===== src/rtl/alu_issue_stage.sv =====
// Decode/issue stage feeding the ALU: decodes 16-bit instruction words at push time
// and holds them in a 2-entry in-order skid buffer with valid/ready on both sides.
module alu_issue_stage #(
  parameter int INSTR_WIDTH = 16,
  parameter int DEPTH       = 2
) (
  input  logic                   clk,
  input  logic                   rst,
  input  logic                   flush,
  input  logic                   in_valid,
  output logic                   in_ready,
  input  logic [INSTR_WIDTH-1:0] instr,
  output logic                   out_valid,
  input  logic                   out_ready,
  output logic [4:0]             opcode,
  output logic [1:0]             funct,
  output logic [2:0]             rs,
  output logic [2:0]             rt,
  output logic [2:0]             rd,
  output logic [INSTR_WIDTH-1:0] imm,
  output logic                   use_imm,
  output logic                   alu_en,
  output logic                   reg_write
);

  typedef struct packed {
    logic [4:0]             opcode;
    logic [1:0]             funct;
    logic [2:0]             rs;
    logic [2:0]             rt;
    logic [2:0]             rd;
    logic [INSTR_WIDTH-1:0] imm;
    logic                   use_imm;
    logic                   alu_en;
    logic                   reg_write;
  } entry_t;

  localparam int         ENTRY_W  = $bits(entry_t);
  localparam logic [1:0] CNT_FULL = 2'(DEPTH);

  // Non-ALU classes pass a sign-extended imm5 through for downstream control.
  function automatic entry_t decode_f(input logic [INSTR_WIDTH-1:0] ins);
    entry_t     e;
    logic [4:0] opc;
    opc         = ins[INSTR_WIDTH-1 -: 5];
    e.opcode    = opc;
    e.funct     = ins[1:0];
    e.rs        = ins[10:8];
    e.rt        = ins[7:5];
    e.rd        = 3'd0;
    e.imm       = {{(INSTR_WIDTH-5){ins[4]}}, ins[4:0]};
    e.use_imm   = 1'b0;
    e.alu_en    = 1'b0;
    e.reg_write = 1'b0;
    case (opc[4:2])
      3'b010: begin
        e.rd        = ins[7:5];
        e.use_imm   = 1'b1;
        e.alu_en    = 1'b1;
        e.reg_write = 1'b1;
        if (opc[1]) begin
          e.imm = {{(INSTR_WIDTH-5){1'b0}}, ins[4:0]};
        end else begin
          e.imm = {{(INSTR_WIDTH-5){ins[4]}}, ins[4:0]};
        end
      end
      3'b101: begin
        e.rd        = ins[7:5];
        e.imm       = {{(INSTR_WIDTH-4){1'b0}}, ins[3:0]};
        e.use_imm   = 1'b1;
        e.alu_en    = 1'b1;
        e.reg_write = 1'b1;
      end
      3'b110: begin
        if (opc[1]) begin
          e.rd        = ins[4:2];
          e.imm       = {INSTR_WIDTH{1'b0}};
          e.alu_en    = 1'b1;
          e.reg_write = 1'b1;
        end else begin
          e.rd        = 3'd0;
        end
      end
      3'b111: begin
        e.rd        = ins[4:2];
        e.imm       = {INSTR_WIDTH{1'b0}};
        e.alu_en    = 1'b1;
        e.reg_write = 1'b1;
      end
      default: begin
        e.rd = 3'd0;
      end
    endcase
    return e;
  endfunction

  entry_t     head_r;
  entry_t     tail_r;
  entry_t     new_s;
  logic [1:0] count_r;
  logic       push_s;
  logic       pop_s;
  logic       valid_s;
  logic       ready_s;

  // handshake qualification from registered occupancy only
  always_comb begin
    ready_s = rst & (count_r != CNT_FULL);
    valid_s = (count_r != 2'd0);
    push_s  = in_valid & ready_s & ~flush;
    pop_s   = valid_s & out_ready & ~flush;
    new_s   = decode_f(instr);
  end

  // buffer update: head always holds the oldest entry so outputs come straight from flops
  always_ff @(posedge clk) begin
    if (!rst) begin
      count_r <= 2'd0;
      head_r  <= {ENTRY_W{1'b0}};
      tail_r  <= {ENTRY_W{1'b0}};
    end else if (flush) begin
      count_r <= 2'd0;
    end else begin
      case ({push_s, pop_s})
        2'b10: begin
          if (count_r == 2'd0) begin
            head_r <= new_s;
          end else begin
            tail_r <= new_s;
          end
          count_r <= count_r + 2'd1;
        end
        2'b01: begin
          head_r  <= tail_r;
          count_r <= count_r - 2'd1;
        end
        2'b11: begin
          if (count_r == 2'd1) begin
            head_r <= new_s;
          end else begin
            head_r <= tail_r;
            tail_r <= new_s;
          end
        end
        default: begin
          count_r <= count_r;
        end
      endcase
    end
  end

  assign in_ready  = ready_s;
  assign out_valid = valid_s;
  assign opcode    = head_r.opcode;
  assign funct     = head_r.funct;
  assign rs        = head_r.rs;
  assign rt        = head_r.rt;
  assign rd        = head_r.rd;
  assign imm       = head_r.imm;
  assign use_imm   = head_r.use_imm;
  assign alu_en    = head_r.alu_en;
  assign reg_write = head_r.reg_write;

endmodule


===== config.mk =====
export PLATFORM = sky130hd
export DESIGN_NAME = alu_issue_stage
export DESIGN_NICKNAME = d
export VERILOG_FILES = /design/src/rtl/alu_issue_stage.sv
export SDC_FILE = /design/constraint.sdc
export NUM_CORES = 1
export LEC_CHECK = 0
export ABC_CLOCK_PERIOD_IN_PS = 5400
export CAP_MARGIN = 20
export CORE_AREA = 2 2 86 88
export DETAILED_ROUTE_END_ITERATION = 6
export DIE_AREA = 0 0 88 90
export SYNTH_ARGS = -nofsm -noshare
export SYNTH_HDL_FRONTEND = slang
export SYNTH_SLANG_ARGS = --single-unit

===== constraint.sdc =====
create_clock -name clk -period 5.4 [get_ports clk]
set_input_delay 1.62 -clock clk [delete_from_list [all_inputs] [get_ports clk]]
set_output_delay 1.62 -clock clk [all_outputs]
set_load 0.01 [all_outputs]

==> key figures, run 1 <==
Die
  – Core area: 7020 um2
  – Die ar.: 7920 um2
  – Initial Utilization: 34.3%
  – Num ports: 58
  – Chip Width: 88 um
  – Row cnt: 31
  – Chip Height: 90 um

Yosys
  – Post-synth EDFFs: 0
  – Post-synth net total: 300
  – Seq cells post-synth: 50
  – Synth Instances: 272
  – Mean post-synth cell area: 8.84 um2
  – Post-synth top area share: 41.6%
  – Asr flop ratio synth: 0%
  – Largest family of logic cells by synthesized area: compound AO/OA/AOI/OAI gates
  – Leading area contributor after synthesis: dfxtp_1
  – Ys Warns: 0
  – Post-Synth Simple-Gate Area: 17.2%
  – Mapped cell area: 2400 um2
  – XOR/XNOR share of the synthesized area: 0.728%
  – Adder-Cell Fraction of Synth Area: 3.64%
  – Compound-Gate Fraction of Synth Area: 27.4%
  – Post-synthesis mux area share: 0.832%
  – Most common flop cell mapped by yosys: dfxtp_1
  – Sequential share of the synthesized area: 41.6%
  – Synth area leaders: dfxtp_1 (42%), nand2_1 (6.7%), a21boi_0 (4.7%)
  – Distinct cells, synth: 42

STA
  – Minimum clock period: 4.70 ns
  – Period Utilization, post-route: 87.1%
  – Slew Limit Fails: 0
  – Maximum clock frequency: 0.213 GHz
  – Setup violators final: 0
  – Setup TNS: 0 ns
  – Worst Max-Slew Pin Slew: 0.838 ns
  – Slew Limit Headroom: 44.0%
  – RSZ-0062 raised after global routing: false
  – Final Hold Viols: 0
  – Fin Clk Skew: 0.00155 ns
  – Final Worst Setup Slack: 0.698 ns

Drt
  – Initial DRC count: 74
  – WL/cell: 13.8 um
  – Vias per cell: 4.93
  – Final Routed Wirelength: 5.64 mm
  – Via count: 2,010
  – Count of antenna-violating nets left after detailed routing: 0
  – # DRC: 0
  – 1st-pass router iterations: 4

Placement
  – Port bufs: 57
  – Hpwl dp: 3.86 mm
  – Worst slack, placed: 0.682 ns
  – Placed Cells: 401
  – GP Congestion: 0.791
  – DP Area: 2950 um2

Clocking
  – Clock sink count: 50
  – Root buffer cell: clkbuf_8
  – CTS tree: yes
  – # resized after CTS: 0
  – CTS Buf Count: 5
  – Max clock buf depth: 2
  – Clock latency on the worst-skew pair: 0.30 ns
  – Clock-pin slew on the worst setup and hold paths: 0.09 ns
  – Htree depth: 2
  – Post-CTS Repair Setup Buffers: 0
  – Hold_buf cts: 0

Setup path
  – CP Max Fanout: 12
  – Critical path type: in2out
  – Required time of the worst setup path: 3.78 ns
  – Most common cell on crit path: clkdlybuf4s50_1
  – Critical-path cell list: clkdlybuf4s50_1, nor2b_1, clkdlybuf4s50_1
  – Reg2reg end: use_imm$_SDFFE_PN0P_
  – Reg-to-reg setup timing slack: 2.62 ns
  – Crit path largest cell delay: 0.73 ns
  – Reg2Reg Depth: 9
  – Critical Path AT: 3.08 ns
  – Crit path launch type: primary input
  – Critical Path End Type: output pin
  – Reg2reg start: count_r[0]$_SDFFE_PP0P_
  – Crit path max-delay cell type: clkdlybuf4s50_1

Cells and area
  – N_diodes: 0
  – Sequential cell area: 1000 um2
  – Multi-input gate area: 1200 um2
  – Layout cell share with drive strength beyond 1: 5.83%
  – Nets@finish: 337
  – Final Cell Area: 3060 um2
  – Fillcell total: 686
  – Area Overhead vs Synth: 27.3%
  – Commonest non-fill, non-tap cell in the layout: clkdlybuf4s50_1
  – Final non-filler cell total: 408
  – Final core occ: 43.6%
  – Most frequent cells in the layout: clkdlybuf4s50_1 (57), dfxtp_1 (50), nand2_1 (43), o21ai_0 (16), a21boi_0 (15)

Power and ir drop
  – Pwr dens: 242 nW/um2
  – Peak VDD IR: 0.112 mV
  – Static Leak: 1.10 nW

Status
  – Status: finished, final reports clean

Global route
  – First-pass GRT wire length: 9.68 mm
  – Largest net degree at the start of global routing: 33
  – Total congestion overflow: 0
  – Antenna violations before repair: 0
  – Vias in the first global route: 1,925
  – Tot GR Track Use: 15.1%

Min path
  – Hold wc startpoint: tail_r[34]$_SDFFE_PN0P_
  – Min-Delay Path Depth: 2
  – Worst hold path type: reg2reg
  – Hold Path Sink: tail_r[34]$_SDFFE_PN0P_

Run
  – MaxCap Viol Count: 0
[layout make-up]
type / count / share of cell area (%)
Inverter: 7 / 0.858
Clock inverter: 1 / 0.981
Multi-Input combinational cell: 184 / 39.1
Timing Repair Buffer: 61 / 19.6
Tap cell: 99 / 4.05
Clock buffer: 6 / 2.70
Sequential cell: 50 / 32.7
[registers in the layout, indices dropped and copies added (netlist names)]
signal and cells:
funct 2, use_imm 1, tail_r 24, count_r 2, rs 3, rd 3, alu_en 1, imm 6
opcode 5, rt 3
[worst max path at each step]
stage | to | depth (start not counted) | startpoint | slack, ns
floorplan | in_ready | 2 | rst | 1.73
global placement | in_ready | 3 | rst | 0.71
detailed placement | use_imm$_SDFFE_PN0P_ | 9 | rst | 0.68
CTS | in_ready | 3 | rst | 0.69
global route | in_ready | 3 | rst | 0.64
finish | in_ready | 3 | rst | 0.70
[cells in the mapped netlist, drive strengths merged, types with 2 or more instances]
cell / n
nand3: 4
a22oi: 13
inv: 7
xnor2: 2
nand3b: 2
a21boi: 18
ha: 7
a21oi: 13
or3b: 2
a41oi: 2
a31oi: 2
buf: 19
o211ai: 3
and2: 6
nor2: 8
a211oi: 2
nand2: 43
o211a: 3
nor2b: 11
a221o: 11
clkbuf: 12
dfxtp: 50
o21ai: 17
mux2i: 2
nand2b: 4
[through the flow]
step | total power, mW | hold WS, ns
CTS | 0.749 | 0.461
floorplan | 0.434 | 0.435
global placement | 0.476 | 0.440
finish | 0.740 | 0.460
global route | 0.775 | 0.482
detailed placement | 0.477 | 0.448
[power by group]
part	internal [mW]	switching (mW)	total, mW
combinational	0.0466	0.0412	0.0878
clock	0.148	0.124	0.272
sequential	0.376	0.00425	0.380
total	0.571	0.170	0.740
[per-layer routing]
layer,routed length (um),up-vias,GRT usage (%)
li1,-,1017,-
met1,2710,937,21.5
met2,2590,49,22.5
met3,268,7,3.31
met4,70,0,4.87
met5,0,-,0
[worst max-delay path, delay by kind of cell]
family | cells | cell delay [ns]
and+or+nand+nor | 1 | 0.20
buffers and inverters | 2 | 1.27
[cell families (layout without fill, tap and decap cells)]
family,count (synthesis),after routing
AND/OR/NAND/NOR,84,84
flip-flops,50,50
adder cells (fa/ha/maj),7,7
XOR/XNOR,2,2
multiplexers,2,2
buffers and inverters,38,75
AO/OA/AOI/OAI,89,89
Note: power is estimated with default switching activity, not from simulation.
==> run 2: changes to the inputs <==
==> constraint.sdc (replaced) <==
create_clock -name clk -period 5.4 [get_ports clk]
set_input_delay 1.62 -clock clk [delete_from_list [all_inputs] [get_ports clk]]
set_output_delay 1.62 -clock clk [all_outputs]
set_load 0.05 [all_outputs]
==> run 2 against run 1 <==
Against the previous run: sequential cell count is the same; combinational power increased by 30%; cell count is the same; final area down 0.37%; worst hold slack improved by 0.0013 ns; first-iteration DRC count shrank 2.7%; sequential share of layout area grew 0.12 points; global-route usage decreased by 0.40 points; clock skew is 0.0064 ns higher; setup slack improved by 0.24 ns; core utilization shrank 0.16 points; via count shrank 0.25%; largest cell class unchanged.
==> key figures, run 2 (same netlist as run 1, synthesis figures left out) <==
Drt
  – Via count: 2,005 (-0.25%)
  – # DRC: 0 (unchanged)
  – Final Routed Wirelength: 5.59 mm (-0.96%)
  – Vias per cell: 4.91 (-0.25%)
  – Initial DRC count: 72 (-2.7%)
  – Count of antenna-violating nets left after detailed routing: 0 (unchanged)
  – WL/cell: 13.7 um (-0.96%)
  – 1st-pass router iterations: 4 (unchanged)

Run
  – MaxCap Viol Count: 0 (unchanged)

Placement
  – Port bufs: 57 (unchanged)
  – Placed Cells: 400 (-0.25%)
  – GP Congestion: 0.793 (+0.34%)
  – Hpwl dp: 3.82 mm (-1.0%)

Die
  – Row cnt: 31 (unchanged)
  – Num ports: 58 (unchanged)
  – Core area: 7020 um2 (unchanged)
  – Chip Width: 88 um (unchanged)
  – Die ar.: 7920 um2 (unchanged)
  – Chip Height: 90 um (unchanged)
  – Initial Utilization: 34.3% (unchanged)

Setup path
  – Critical Path AT: 2.84 ns (-0.24 ns)
  – Reg2reg end: rd[1]$_SDFFE_PN0P_
  – Required time of the worst setup path: 3.78 ns (about the same)
  – Critical path type: in2out
  – CP Capture Point: in_ready
  – Reg-to-reg setup timing slack: 2.63 ns (about the same)
  – Crit path largest cell delay: 0.76 ns (+0.03 ns)
  – Critical-path cell list: clkdlybuf4s50_1, nor2b_1, buf_12
  – Crit path max-delay cell type: clkdlybuf4s50_1
  – Crit path launch type: primary input
  – Critical Path End Type: output pin
  – CP startpoint: rst
  – Reg2reg start: count_r[0]$_SDFFE_PP0P_
  – CP Max Fanout: 14 (+2)
  – Reg2Reg Depth: 9 (unchanged)

Cells and area
  – Fillcell total: 711 (+3.6%)
  – N_diodes: 0 (unchanged)
  – Area Overhead vs Synth: 26.8%
  – Most frequent cells in the layout: clkdlybuf4s50_1 (56), dfxtp_1 (50), nand2_1 (43), o21ai_0 (16), a21boi_0 (15)
  – Top reg by flops: tail_r
  – Number of flip-flops under the largest register name: 24 (unchanged)
  – Nets@finish: 336 (-0.30%)
  – Commonest non-fill, non-tap cell in the layout: clkdlybuf4s50_1
  – Final non-filler cell total: 408 (unchanged)
  – Layout cell share with drive strength beyond 1: 6.15% (+0.32 points)

STA
  – Maximum clock frequency: 0.224 GHz (+5.4%)
  – Minimum clock period: 4.46 ns (-0.241 ns)
  – Fin Clk Skew: 0.00791 ns (+0.00636 ns)
  – Slew Limit Headroom: 45.0% (+0.95 points)
  – RSZ-0062 raised after global routing: false
  – Setup TNS: 0 ns (unchanged)
  – Worst Max-Slew Pin Slew: 0.823 ns (-0.0142 ns)
  – Final Hold Viols: 0 (unchanged)
  – Slew Limit Fails: 0 (unchanged)
  – Period Utilization, post-route: 82.6% (-4.5 points)
  – Setup violators final: 0 (unchanged)

Clocking
  – Root buffer cell: clkbuf_8
  – Hold_buf cts: 0 (unchanged)
  – CTS Buf Count: 5 (unchanged)
  – Htree depth: 2 (unchanged)
  – # resized after CTS: 0 (unchanged)
  – CTS tree: yes
  – Post-CTS Repair Setup Buffers: 0 (unchanged)
  – Max clock buf depth: 2 (unchanged)
  – Clock-pin slew on the worst setup and hold paths: 0.10 ns (about the same)
  – Clock latency on the worst-skew pair: 0.31 ns (about the same)
  – Clock sink count: 50 (unchanged)

Global route
  – Largest net degree at the start of global routing: 31 (-6.1%)
  – First-pass GRT wire length: 9.32 mm (-3.8%)
  – Tot GR Track Use: 14.7% (-0.40 points)
  – Vias in the first global route: 1,850 (-3.9%)
  – Total congestion overflow: 0 (unchanged)
  – Antenna violations before repair: 0 (unchanged)

Power and ir drop
  – Peak VDD IR: 0.114 mV (+2.4%)
  – Pwr dens: 240 nW/um2 (-0.70%)
  – Static Leak: 1.09 nW (-0.85%)

Min path
  – Hold wc startpoint: tail_r[33]$_SDFFE_PN0P_
  – Worst hold path type: reg2reg

Status
  – Status: finished, final reports clean
==> run 2: worst max-delay path: cells and delay by family <==
family                 cells  cell delay [ns]
and+or+nand+nor            1             0.29
buffers and inverters      2             0.93
==> run 2: metrics by stage <==
| step | worst slack, ns | area [um2] | hold slack (ns) | util [%] | power (mW) |
|---|---|---|---|---|---|
| 2_1_floorplan | 1.22 | 2400 | 0.435 | - | 0.460 |
| 3_3_place_gp | 0.746 | 2950 | 0.440 | 42.0 | 0.503 |
| 3_5_place_dp | 0.661 | 2950 | 0.451 | 42.0 | 0.504 |
| 4_1_cts | 0.923 | 3050 | 0.466 | 43.5 | 0.744 |
| 5_1_grt | 0.790 | 3050 | 0.485 | 43.5 | 0.766 |
| 6_report | 0.939 | 3050 | 0.462 | 43.5 | 0.732 |
==> run 2: how the worst min path moves through the flow <==
stage,end,slack (ns),cells after the start
detailed placement,tail_r[34]$_SDFFE_PN0P_,0.45,2
finish,tail_r[33]$_SDFFE_PN0P_,0.46,2
floorplan,tail_r[32]$_SDFFE_PN0P_,0.43,2
global placement,tail_r[33]$_SDFFE_PN0P_,0.44,2
CTS,tail_r[17]$_SDFFE_PN0P_,0.47,2
global route,tail_r[17]$_SDFFE_PN0P_,0.48,2
==> run 2: area by class of cell <==
class	count	area, um2	share of cell area, %
Multi-Input combinational cell	184	1200	39.3
Sequential cell	50	1000	32.8
Timing Repair Buffer	60	603	19.8
Tap cell	99	124	4.06
Clock buffer	6	82.6	2.71
Inverter	7	26.3	0.861
Clock inverter	2	16.3	0.533
==> run 2: power breakdown <==
part	total [mW]	internal, mW	switching (mW)
logic	0.114	0.0471	0.0673
registers	0.380	0.376	0.00411
clock network	0.238	0.106	0.132
==> run 2: routing by layer <==
metal / up-vias / track usage [%] / part of all wire, % / wire length [um]
li1: 1021 / - / - / -
met1: 934 / 20.8 / 49 / 2750
met2: 45 / 22.0 / 45 / 2500
met3: 5 / 3.58 / 5.3 / 294
met4: 0 / 4.62 / 0.81 / 45
met5: - / 0 / 0 / 0
==> run 3: changes to the inputs <==
--- a/config.mk
+++ b/config.mk
@@ -5,7 +5,7 @@
 export SDC_FILE = /design/constraint.sdc
 export NUM_CORES = 1
 export LEC_CHECK = 0
-export ABC_CLOCK_PERIOD_IN_PS = 5400
+export ABC_CLOCK_PERIOD_IN_PS = 4000
 export CAP_MARGIN = 20
 export CORE_AREA = 2 2 86 88
 export DETAILED_ROUTE_END_ITERATION = 6
==> constraint.sdc (replaced) <==
create_clock -name clk -period 4 [get_ports clk]
set_input_delay 1.2 -clock clk [delete_from_list [all_inputs] [get_ports clk]]
set_output_delay 1.2 -clock clk [all_outputs]
set_load 0.05 [all_outputs]
==> run 3 against run 2 <==
Against the previous run: core utilization rose by 0.52 points; first-iteration DRC count rose by 74%; global-route usage barely moved; power rose by 37%; setup slack got worse by 0.63 ns; worst hold slack got worse by 0.0037 ns; non-clock buffer count rose by 4; cell count rose by 0.98%; highest routed layer unchanged.
==> key figures, run 3 (same netlist as run 1, synthesis figures left out) <==
Status
  – Status: finished, final reports clean

Global route
  – Tot GR Track Use: 14.7% (about the same)
  – Vias in the first global route: 1,857 (+0.38%)
  – First-pass GRT wire length: 9.30 mm (-0.15%)
  – Largest net degree at the start of global routing: 43 (+39%)
  – Antenna violations before repair: 0 (unchanged)
  – Total congestion overflow: 0 (unchanged)

Cells and area
  – Sequential cell area: 1000 um2 (unchanged)
  – Fillcell total: 679 (-4.5%)
  – Area Overhead vs Synth: 28.4%
  – Commonest non-fill, non-tap cell in the layout: clkdlybuf4s50_1
  – N_diodes: 0 (unchanged)
  – Most frequent cells in the layout: clkdlybuf4s50_1 (56), dfxtp_1 (50), nand2_1 (43), o21ai_0 (16), a21boi_0 (15)
  – Layout cell share with drive strength beyond 1: 7.35% (+1.2 points)
  – Multi-input gate area: 1200 um2 (unchanged)
  – Nets@finish: 340 (+1.2%)
  – Top reg by flops: tail_r
  – Number of flip-flops under the largest register name: 24 (unchanged)

Die
  – Row cnt: 31 (unchanged)
  – Core area: 7020 um2 (unchanged)
  – Die ar.: 7920 um2 (unchanged)
  – Chip Height: 90 um (unchanged)
  – Chip Width: 88 um (unchanged)
  – Num ports: 58 (unchanged)
  – Initial Utilization: 34.3% (unchanged)

Placement
  – Worst slack, placed: 0.139 ns (-0.522 ns)
  – Port bufs: 57 (unchanged)
  – Hpwl dp: 3.88 mm (+1.5%)
  – GP Congestion: 0.802 (+1.1%)

Setup path
  – Critical Path End Type: output pin
  – Crit path launch type: primary input
  – Critical Path AT: 2.49 ns (-0.35 ns)
  – Required time of the worst setup path: 2.80 ns (-0.98 ns)
  – CP Max Fanout: 42 (+28)
  – Critical path type: in2out

STA
  – Maximum clock frequency: 0.271 GHz
  – Setup TNS: 0 ns (unchanged)
  – Setup violators final: 0 (unchanged)
  – Fin Clk Skew: 0.00486 ns (-0.00305 ns)
  – Hold slack final: 0.458 ns (-0.00367 ns)
  – Minimum clock period: 3.69 ns
  – RSZ-0062 raised after global routing: false
  – Slew Limit Fails: 0 (unchanged)
  – Final Worst Setup Slack: 0.310 ns (-0.630 ns)
  – Period Utilization, post-route: 92.3%
  – Slew Limit Headroom: 43.0% (-2.0 points)
  – Final Hold Viols: 0 (unchanged)
  – Worst Max-Slew Pin Slew: 0.854 ns (+0.0300 ns)

Power and ir drop
  – Static Leak: 1.12 nW (+2.3%)
  – Pwr dens: 325 nW/um2 (+35%)
  – Peak VDD IR: 0.148 mV (+29%)

Clocking
  – Root buffer cell: clkbuf_8
  – Clock latency on the worst-skew pair: 0.31 ns (about the same)
  – CTS tree: yes
  – Clock sink count: 50 (unchanged)
  – Htree depth: 2 (unchanged)
  – Clock-pin slew on the worst setup and hold paths: 0.09 ns (about the same)
  – CTS Buf Count: 5 (unchanged)
  – Max clock buf depth: 2 (unchanged)
  – # resized after CTS: 0 (unchanged)
  – Post-CTS Repair Setup Buffers: 0 (unchanged)
  – Hold_buf cts: 0 (unchanged)

Drt
  – # DRC: 0 (unchanged)
  – Count of antenna-violating nets left after detailed routing: 0 (unchanged)
  – 1st-pass router iterations: 6 (+2)
  – Initial DRC count: 125 (+74%)
  – Vias per cell: 4.87 (-0.92%)
  – WL/cell: 13.7 um (+0.41%)
  – Via count: 2,006 (+0.050%)
  – Final Routed Wirelength: 5.66 mm (+1.4%)

Run
  – MaxCap Viol Count: 0 (unchanged)

Min path
  – Worst hold path type: reg2reg
-- run 3: cell types whose count changed in the layout (fill, tap and decap cells not counted) --
cell        previous run  this run
clkinv_4               0         1
inv_6                  1         0
buf_4                  3         7
clkbuf_8               6         7
clkinvlp_4             1         0
-- run 3: power breakdown --
group          leakage, nW  internal, mW  switching, mW
combinational        0.661        0.0649         0.0901
clock               0.0544         0.159          0.175
sequential           0.404         0.507        0.00554
total                 1.12         0.731          0.271
-- run 3: per-stage QoR --
step | util (%) | cell area [um2] | total power, mW | instances
finish | 44.0 | 3090 | 1.00 | 412
detailed placement | 42.5 | 2980 | 0.681 | 404
global route | 44.0 | 3090 | 1.04 | 412
floorplan | - | 2400 | 0.621 | 272
CTS | 44.0 | 3090 | 1.01 | 412
global placement | 42.5 | 2980 | 0.681 | 404
-- run 3: final cells by class --
type                            instances  area share, %
Clock buffer                            7           3.12
Clock inverter                          1          0.284
Inverter                                7          0.851
Multi-Input combinational cell        184           38.8
Sequential cell                        50           32.4
Tap cell                               99           4.01
Timing Repair Buffer                   64           20.5
-- run 3: worst paths after layout --
path | start | end | slack [ns] | depth (start not counted)
setup / recovery | rst | in_ready | 0.31 | 4
setup reg to reg | count_r[0]$_SDFFE_PP0P_ | tail_r[29]$_SDFFE_PN0P_ | 1.25 | 9
hold reg to reg | tail_r[34]$_SDFFE_PN0P_ | tail_r[34]$_SDFFE_PN0P_ | 0.46 | 2
hold / removal | tail_r[34]$_SDFFE_PN0P_ | tail_r[34]$_SDFFE_PN0P_ | 0.46 | 2
-- run 3: routing by layer --
metal  global-route usage (%)  up-vias  routed length, um  part of all wire [%]
li1                         -     1029                  -                     -
met1                     21.1      920               2730                    48
met2                     21.9       52               2540                    45
met3                     3.76        5                336                   5.9
met4                     3.85        0                 61                   1.1
met5                        0        -                  0                     0
-- run 3: worst max-delay path, stage by stage --
cell and delay [ns]:
clkdlybuf4s50_1 0.49, buf_4 0.35, nor2b_1 0.28, buf_12 0.17
